[src/rtl/semaforo_temporizador_pkg.sv]
// Shared definitions for the traffic-light controller: FSM state encodings
// and one-hot light-vector constants, used by the semaphore FSM and its timer.
package semaforo_temporizador_pkg;

  typedef enum logic [1:0] {
    ST_IDLE    = 2'd0,
    ST_COUNT   = 2'd1,
    ST_EXPIRED = 2'd2,
    ST_FAULT   = 2'd3
  } estado_t;

  // Light vector order is {red, ylw, grn}.
  localparam logic [2:0] LUZ_APAG = 3'b000;
  localparam logic [2:0] LUZ_VERM = 3'b100;
  localparam logic [2:0] LUZ_AMAR = 3'b010;
  localparam logic [2:0] LUZ_VERD = 3'b001;

  function automatic logic luz_legal(input logic [2:0] luz);
    return $onehot(luz);
  endfunction

endpackage

[src/rtl/semaforo_temporizador_contador_carga.sv]
// WIDTH-bit loadable down-counter that stops at zero; load wins over enable.
module contador_carga #(
  parameter int WIDTH = 8
) (
  input  logic             Clock,
  input  logic             Reset,
  input  logic             load,
  input  logic [WIDTH-1:0] load_val,
  input  logic             en,
  output logic [WIDTH-1:0] count,
  output logic             zero
);

  logic [WIDTH-1:0] count_q, count_d;

  // NOTE: every combinational output gets a default first so no latch is inferred.
  always_comb begin
    count_d = count_q;
    if (load) begin
      count_d = load_val;
    end else if (en && (count_q != '0)) begin
      count_d = count_q - WIDTH'(1);
    end
  end

  // NOTE: sequential state uses non-blocking assignments only.
  always_ff @(posedge Clock) begin
    if (Reset) begin
      count_q <= '0;
    end else begin
      count_q <= count_d;
    end
  end

  assign count = count_q;
  assign zero  = (count_q == '0);

endmodule

[src/rtl/semaforo_temporizador.sv]
// Phase timer for the traffic-light FSM: reloads a per-phase duration on every
// light change, pulses timeout once when the phase expires, flags illegal lights.
module semaforo_temporizador
  import semaforo_temporizador_pkg::*;
#(
  parameter int WIDTH = 8,
  parameter int T_GRN = 20,
  parameter int T_YLW = 4,
  parameter int T_RED = 15
) (
  input  logic             Clock,
  input  logic             Reset,
  input  logic             red,
  input  logic             ylw,
  input  logic             grn,
  output logic             timeout,
  output logic             expired,
  output logic             fault,
  output logic [WIDTH-1:0] remaining
);

  localparam int T_MAX = (1 << WIDTH) - 1;

  if (T_GRN < 1 || T_GRN > T_MAX || T_YLW < 1 || T_YLW > T_MAX ||
      T_RED < 1 || T_RED > T_MAX) begin : g_bad_duration
    $error("semaforo_temporizador: phase durations must be 1..2^WIDTH-1");
  end

  function automatic logic [WIDTH-1:0] duracao(input logic [2:0] luz);
    case (luz)
      LUZ_VERD: return WIDTH'(T_GRN - 1);
      LUZ_AMAR: return WIDTH'(T_YLW - 1);
      LUZ_VERM: return WIDTH'(T_RED - 1);
      default:  return '0;
    endcase
  endfunction

  estado_t          state_q, state_d;
  logic [2:0]       p_q, p_d;
  logic             timeout_q, timeout_d;
  logic             expired_q, expired_d;
  logic             fault_q, fault_d;

  logic [2:0]       luz;
  logic             legal;
  logic             cnt_load;
  logic [WIDTH-1:0] cnt_load_val;
  logic             cnt_en;
  logic             cnt_zero;
  logic [WIDTH-1:0] cnt_count;

  assign luz   = {red, ylw, grn};
  assign legal = luz_legal(luz);

  contador_carga #(.WIDTH(WIDTH)) u_contador (
    .Clock    (Clock),
    .Reset    (Reset),
    .load     (cnt_load),
    .load_val (cnt_load_val),
    .en       (cnt_en),
    .count    (cnt_count),
    .zero     (cnt_zero)
  );

  always_comb begin
    state_d      = state_q;
    p_d          = p_q;
    timeout_d    = 1'b0;
    expired_d    = expired_q;
    fault_d      = fault_q;
    cnt_load     = 1'b0;
    cnt_load_val = '0;
    cnt_en       = 1'b0;

    // A legal light leaving FAULT restarts the phase even when it matches P.
    if (legal && ((luz != p_q) || (state_q == ST_FAULT))) begin
      state_d      = ST_COUNT;
      p_d          = luz;
      cnt_load     = 1'b1;
      cnt_load_val = duracao(luz);
      expired_d    = 1'b0;
      fault_d      = 1'b0;
    end else if (!legal && !((state_q == ST_IDLE) && (luz == LUZ_APAG))) begin
      state_d   = ST_FAULT;
      cnt_load  = 1'b1;
      expired_d = 1'b0;
      fault_d   = 1'b1;
    end else if (state_q == ST_COUNT) begin
      if (cnt_zero) begin
        state_d   = ST_EXPIRED;
        timeout_d = 1'b1;
        expired_d = 1'b1;
      end else begin
        cnt_en = 1'b1;
      end
    end
  end

  always_ff @(posedge Clock) begin
    if (Reset) begin
      state_q   <= ST_IDLE;
      p_q       <= LUZ_APAG;
      timeout_q <= 1'b0;
      expired_q <= 1'b0;
      fault_q   <= 1'b0;
    end else begin
      state_q   <= state_d;
      p_q       <= p_d;
      timeout_q <= timeout_d;
      expired_q <= expired_d;
      fault_q   <= fault_d;
    end
  end

  assign timeout   = timeout_q;
  assign expired   = expired_q;
  assign fault     = fault_q;
  assign remaining = cnt_count;

endmodule
[config.mk]
export PLATFORM = sky130hd
export DESIGN_NAME = semaforo_temporizador
export DESIGN_NICKNAME = d
export VERILOG_FILES = /design/src/rtl/semaforo_temporizador_pkg.sv /design/src/rtl/semaforo_temporizador_contador_carga.sv /design/src/rtl/semaforo_temporizador.sv
export SDC_FILE = /design/constraint.sdc
export NUM_CORES = 1
export LEC_CHECK = 0
export ABC_CLOCK_PERIOD_IN_PS = 5000
export BUFFER_PORTS_ARGS = -buffer_cell sky130_fd_sc_hd__buf_2
export CORE_MARGIN = 3
export CORE_UTILIZATION = 53
export CTS_CLUSTER_SIZE = 30
export DETAILED_ROUTE_END_ITERATION = 7
export PLACE_DENSITY = 0.76
export SLEW_MARGIN = 10
export SYNTH_ARGS = -nofsm -noshare
export SYNTH_HDL_FRONTEND = slang
export SYNTH_SLANG_ARGS = --single-unit
[constraint.sdc]
create_clock -name Clock -period 5 [get_ports Clock]
set_clock_uncertainty 0.05 [all_clocks]
set_input_delay 1 -clock Clock [delete_from_list [all_inputs] [get_ports Clock]]
set_output_delay 1 -clock Clock [all_outputs]
set_load 0.01 [all_outputs]
==> impl_metrics.env, run 1 <==
export IMPL_cts_resized_gates=0
export IMPL_cp_required_ns=5.16
export IMPL_cts_root_buf="clkbuf_4"
export IMPL_grt_pass1_vias=700
export IMPL_postSynthCellCount=107
export IMPL_die_w_um=47.2
export IMPL_core_area_um2=1560
export IMPL_clock_path_buffers=2
export IMPL_yosysWarnings=0
export IMPL_ios=16
export IMPL_fin_crit_ns=2.78
export IMPL_drt_first_pass_iters=4
export IMPL_p_leak_uw=0.000381
export IMPL_power_frac_comb=0.222
export IMPL_path_clk_slew_ns=0.09
export IMPL_slew_headroom=0.619
export IMPL_synth_area_um2=901
export IMPL_fillers=141
export IMPL_place_congestion=0.861
export IMPL_reg2reg_depth=6
export IMPL_ys_seq_area_frac=0.356
export IMPL_synthArstFlopShare=0
export IMPL_holdBufCountCts=0
export IMPL_antenna_found_initial=0
export IMPL_synth_area_leaders="dfxtp_1 36%, nor2_1 6.7%, nand2_1 4.2%, xnor2_1 3.9%, nor3_1 3.3%"
export IMPL_synth_cell_types=40
export IMPL_routed_wl_um=1820
export IMPL_hpwlAfterDp_um=1370
export IMPL_start_util=0.578
export IMPL_avgSynthCellArea_um2=8.42
export IMPL_holdCritPathClass="reg -> reg"
export IMPL_cts_tree="built"
export IMPL_p_per_area_nw_per_um2=290
export IMPL_grt_setup_unrepaired="false"
export IMPL_cts_setup_buffers=0
export IMPL_grt_overflow_total=0
export IMPL_clk_latency_ns=0.29
export IMPL_max_freq_mhz=359
export IMPL_peakVddDrop_mv=0.198
export IMPL_cp_cell_sequence="buf_2, fa_1, nand2b_1, a41oi_1, and3_1, o22ai_1, a211oi_1"
export IMPL_dr_wl_met3_um=87
export IMPL_drt_met1_wl_um=857
export IMPL_syn2layout_area_growth_pct=11.8
export IMPL_tightestPinTransition_ns=0.566
export IMPL_synth_top_cell_area_share=0.356
export IMPL_cp_arrival_ns=2.94
export IMPL_synth_flop_cell="dfxtp_1"
export IMPL_fp_row_count=14
export IMPL_grt_pass1_wl_um=3010
export IMPL_diodes=0
export IMPL_start_kind="input pin"
export IMPL_route_detailed_drc=0
export IMPL_fin_tns_setup_ns=0
export IMPL_dieHeight_um=47.2
export IMPL_clockPowerShare=0.295
export IMPL_grt_max_degree=12
export IMPL_layout_drive_gt1_share=0.221
export IMPL_cap_violations=0
export IMPL_drt_iter0_markers=18
export IMPL_cp_end_kind="flip-flop"
export IMPL_vias=820
export IMPL_top_layer_used="met4"
export IMPL_yosysTopAreaCell="dfxtp_1"
export IMPL_fin_crit_sh=0.556
export IMPL_synth_seq_cells=16
export IMPL_cts_sinks=16
export IMPL_wl_per_cell_um=13.2
export IMPL_syn_nets=115
export IMPL_drv_slew=0
export IMPL_dp_cells=134
export IMPL_h_tree_depth=1
export IMPL_pwr_share_seq=0.483
export IMPL_hold_depth=1
export IMPL_grt_usage=0.189
export IMPL_setup_viol=0
export IMPL_wl_met2_um=817
export IMPL_finalNetCount=131
export IMPL_path_max_fanout=9
export IMPL_fin_cells=138
export IMPL_status="finished, final reports clean"
export IMPL_p_switching_uw=87.7
export IMPL_switching_share=0.300
export IMPL_intPower_uw=204
export IMPL_dieArea_um2=2230
export IMPL_critPathSlowestCell="fa_1"
export IMPL_worst_path_largest_cell_delay_ns=0.56
export IMPL_crit_type="in -> reg"
export IMPL_via_per_inst=5.94
export IMPL_cts_inserted_buffers=3
export IMPL_ant_nets=0
export IMPL_layout_common_cells="16 x nor2_1, 16 x dfxtp_1, 15 x buf_2"
export IMPL_synth_edf_count=0
export IMPL_io_buffers=15
export IMPL_final_hold_violation_count=0
export IMPL_hold_worst_slack_ns=0.417
-- registers in the layout, indices dropped and copies added (netlist names) --
register,cells
u_contador.count,8
p_q,3
state_q,2
expired,1
fault,1
timeout,1
-- worst paths after layout --
kind	start	endpoint	slack [ns]
min	fault$_SDFFE_PP0P_	fault$_SDFFE_PP0P_	0.42
max reg2reg	u_contador.count[0]$_SDFFE_PP0P_	u_contador.count[7]$_SDFFE_PP0P_	3.07
max	red	u_contador.count[2]$_SDFFE_PP0P_	2.22
min reg2reg	fault$_SDFFE_PP0P_	fault$_SDFFE_PP0P_	0.42
-- stage by stage --
step                worst slack, ns  cell area, um2   util  total power (uW)
detailed placement             1.93             971  0.623               208
finish                         2.22            1010  0.646               292
global route                   2.06            1010  0.646               309
CTS                            2.23            1010  0.646               293
floorplan                      2.27             901      -               194
global placement               1.98             971  0.623               207
-- power groups by stage --
| stage | Clock [uW] | Sequential [uW] | Combinational (uW) |
|---|---|---|---|
| 6_report | 86.3 | 141 | 64.8 |
| 5_1_grt | 93.2 | 142 | 73.4 |
| 4_1_cts | 87.3 | 141 | 65.0 |
| 3_5_place_dp | 0 | 144 | 64.6 |
| 3_3_place_gp | 0 | 143 | 63.8 |
| 2_1_floorplan | 0 | 144 | 49.7 |
-- kinds of logic (layout without fill, tap and decap cells) --
| family | count (synthesis) | after routing | share of synthesized area |
|---|---|---|---|
| XOR/XNOR | 7 | 7 | 0.0681 |
| AND/OR/NAND/NOR | 51 | 51 | 0.292 |
| AO/OA/AOI/OAI | 23 | 23 | 0.194 |
| flip-flops | 16 | 16 | 0.356 |
| adder cells (fa/ha/maj) | 3 | 3 | 0.0500 |
| buffers and inverters | 7 | 22 | 0.0403 |
-- worst max-delay path, delay by kind of cell --
family | cells | cell delay [ns]
buf+inv | 1 | 0.17
compound gates | 3 | 0.72
fa+ha+maj | 1 | 0.56
simple gates | 2 | 0.51
-- cell usage after synthesis (2+ instances only) --
cell / instances
ha_1: 2
buf_2: 2
xor2_1: 3
o21a_1: 2
inv_1: 3
a21oi_1: 5
nand2b_1: 2
dfxtp_1: 16
a211oi_1: 2
nand3_1: 3
and3_1: 2
nor2_1: 16
xnor2_1: 4
nor4_1: 2
nand2_1: 10
nor2b_1: 2
nor3_1: 6
nand4_1: 3
-- layout make-up --
type	count	area (um2)	share of cell area
inverter	3	11.3	0.0112
multi-input combinational	84	544	0.540
timing repair buffer	15	75.1	0.0745
sequential	16	320	0.318
clock buffer	4	36.3	0.0360
tap	16	20.0	0.0199
-- layer usage --
metal / GRT usage / vias to the layer above
met5: 0 / -
met4: 0.0718 / 0
met3: 0.0345 / 9
met2: 0.299 / 29
met1: 0.253 / 369
li1: - / 413
No activity file was read; power rests on OpenSTA's default activity.
==> run 2: changes to the inputs <==
--- a/config.mk
+++ b/config.mk
@@ -5,7 +5,7 @@
 export SDC_FILE = /design/constraint.sdc
 export NUM_CORES = 1
 export LEC_CHECK = 0
-export ABC_CLOCK_PERIOD_IN_PS = 5000
+export ABC_CLOCK_PERIOD_IN_PS = 2800
 export BUFFER_PORTS_ARGS = -buffer_cell sky130_fd_sc_hd__buf_2
 export CORE_MARGIN = 3
 export CORE_UTILIZATION = 53
==> constraint.sdc (replaced) <==
create_clock -name Clock -period 2.8 [get_ports Clock]
set_clock_uncertainty 0.05 [all_clocks]
set_input_delay 0.56 -clock Clock [delete_from_list [all_inputs] [get_ports Clock]]
set_output_delay 0.56 -clock Clock [all_outputs]
set_load 0.01 [all_outputs]
==> impl_metrics.env, run 2 (synthesized netlist as in run 1, its figures left out) <==
export IMPL_hold_depth=1
export IMPL_cp_required_ns=2.92
export IMPL_wl_per_cell_um=13.4
export IMPL_routed_wl_um=1860
export IMPL_cp_arrival_ns=2.44
export IMPL_worst_path_largest_cell_delay_ns=0.56
export IMPL_die_w_um=47.2
export IMPL_start_kind="input pin"
export IMPL_cap_violations=0
export IMPL_start_util=0.578
export IMPL_dieArea_um2=2230
export IMPL_tightestPinTransition_ns=0.609
export IMPL_dieHeight_um=47.2
export IMPL_status="finished, final reports clean"
export IMPL_drt_iter0_markers=7
export IMPL_crit_type="in -> reg"
export IMPL_hpwlAfterDp_um=1460
export IMPL_holdBufCountCts=0
export IMPL_cts_setup_buffers=0
export IMPL_via_per_inst=5.85
export IMPL_layout_drive_gt1_share=0.228
export IMPL_grt_max_degree=12
export IMPL_drt_first_pass_iters=4
export IMPL_path_clk_slew_ns=0.09
export IMPL_setup_viol=0
export IMPL_critPathSlowestCell="fa_1"
export IMPL_clk_latency_ns=0.28
export IMPL_slew_headroom=0.590
export IMPL_core_area_um2=1560
export IMPL_cp_end_kind="flip-flop"
export IMPL_p_per_area_nw_per_um2=513
export IMPL_peakVddDrop_mv=0.277
export IMPL_reg2reg_slack_ns=0.82
export IMPL_fin_cells=139
export IMPL_p_leak_uw=0.000387
export IMPL_syn2layout_area_growth_pct=12.6
export IMPL_ios=16
export IMPL_cts_inserted_buffers=3
export IMPL_fin_crit_sh=0.826
export IMPL_reg2reg_depth=6
export IMPL_grt_pass1_vias=709
export IMPL_fin_crit_ns=2.31
export IMPL_finalNetCount=132
export IMPL_fillers=144
export IMPL_grt_pass1_wl_um=2920
export IMPL_route_detailed_drc=0
export IMPL_holdCritPathClass="reg -> reg"
export IMPL_fp_row_count=14
export IMPL_diodes=0
export IMPL_layout_common_cells="16 x nor2_1, 16 x dfxtp_1, 15 x buf_2"
export IMPL_cp_cell_sequence="buf_2, fa_1, nor2b_1, or3_4, o21a_1, nor2_1, a221oi_1"
export IMPL_io_buffers=15
export IMPL_dp_cells=135
export IMPL_place_congestion=0.863
export IMPL_cts_sinks=16
export IMPL_vias=813
export IMPL_grt_overflow_total=0
export IMPL_max_freq_mhz=433
export IMPL_cts_root_buf="clkbuf_4"
export IMPL_drv_slew=0
export IMPL_path_max_fanout=9
export IMPL_antenna_found_initial=0
export IMPL_largest_register_ffs=8
export IMPL_ant_nets=0
export IMPL_grt_setup_unrepaired="false"
export IMPL_clock_path_buffers=2
export IMPL_grt_usage=0.183
export IMPL_cts_tree="built"
export IMPL_h_tree_depth=1
export IMPL_final_hold_violation_count=0
export IMPL_fin_tns_setup_ns=0
export IMPL_cts_resized_gates=0
run 2: cell types whose count changed in the layout (fill, tap and decap cells not counted), sizes merged:
cell | previous run | this run
buf | 15 | 16
run 2: power by group:
| part | switching [uW] | leakage (uW) | internal (uW) |
|---|---|---|---|
| Clock | 70.0 | 0.0000210 | 78.9 |
| Combinational | 72.0 | 0.000235 | 47.8 |
| Sequential | 11.2 | 0.000131 | 240 |
run 2: cell type report:
class / instances / area (um2) / share of cell area
sequential: 16 / 320 / 0.316
inverter: 3 / 11.3 / 0.0111
timing repair buffer: 16 / 82.6 / 0.0814
clock buffer: 4 / 36.3 / 0.0358
tap: 16 / 20.0 / 0.0197
multi-input combinational: 84 / 544 / 0.536
run 2: metrics by stage:
step	worst slack, ns	total power (uW)	area (um2)	hold WS, ns	utilization
finish	0.488	520	1010	0.421	0.651
global route	0.374	551	1010	0.446	0.651
CTS	0.483	525	1010	0.427	0.651
detailed placement	0.215	376	978	0.406	0.628
global placement	0.229	373	978	0.397	0.628
floorplan	0.509	347	901	0.399	-
run 2: path summary, 6_finish.rpt:
| kind | endpoint | start |
|---|---|---|
| setup / recovery | u_contador.count[1]$_SDFFE_PP0P_ | red |
| setup reg to reg | u_contador.count[7]$_SDFFE_PP0P_ | u_contador.count[0]$_SDFFE_PP0P_ |
| hold / removal | fault$_SDFFE_PP0P_ | fault$_SDFFE_PP0P_ |
| hold reg to reg | fault$_SDFFE_PP0P_ | fault$_SDFFE_PP0P_ |
run 2: layer usage:
metal	vias up	GRT usage	share of wire
li1	415	-	-
met4	0	0.0663	0.012
met2	14	0.289	0.46
met5	-	0	0
met3	4	0.0345	0.031
met1	380	0.245	0.50
run 2: critical path, delay by kind of cell:
kind	cells	cell delay [ns]
and+or+nand+nor	3	0.62
AOI/OAI and AO/OA	2	0.53
buffers and inverters	1	0.16
adders and majority gates	1	0.56
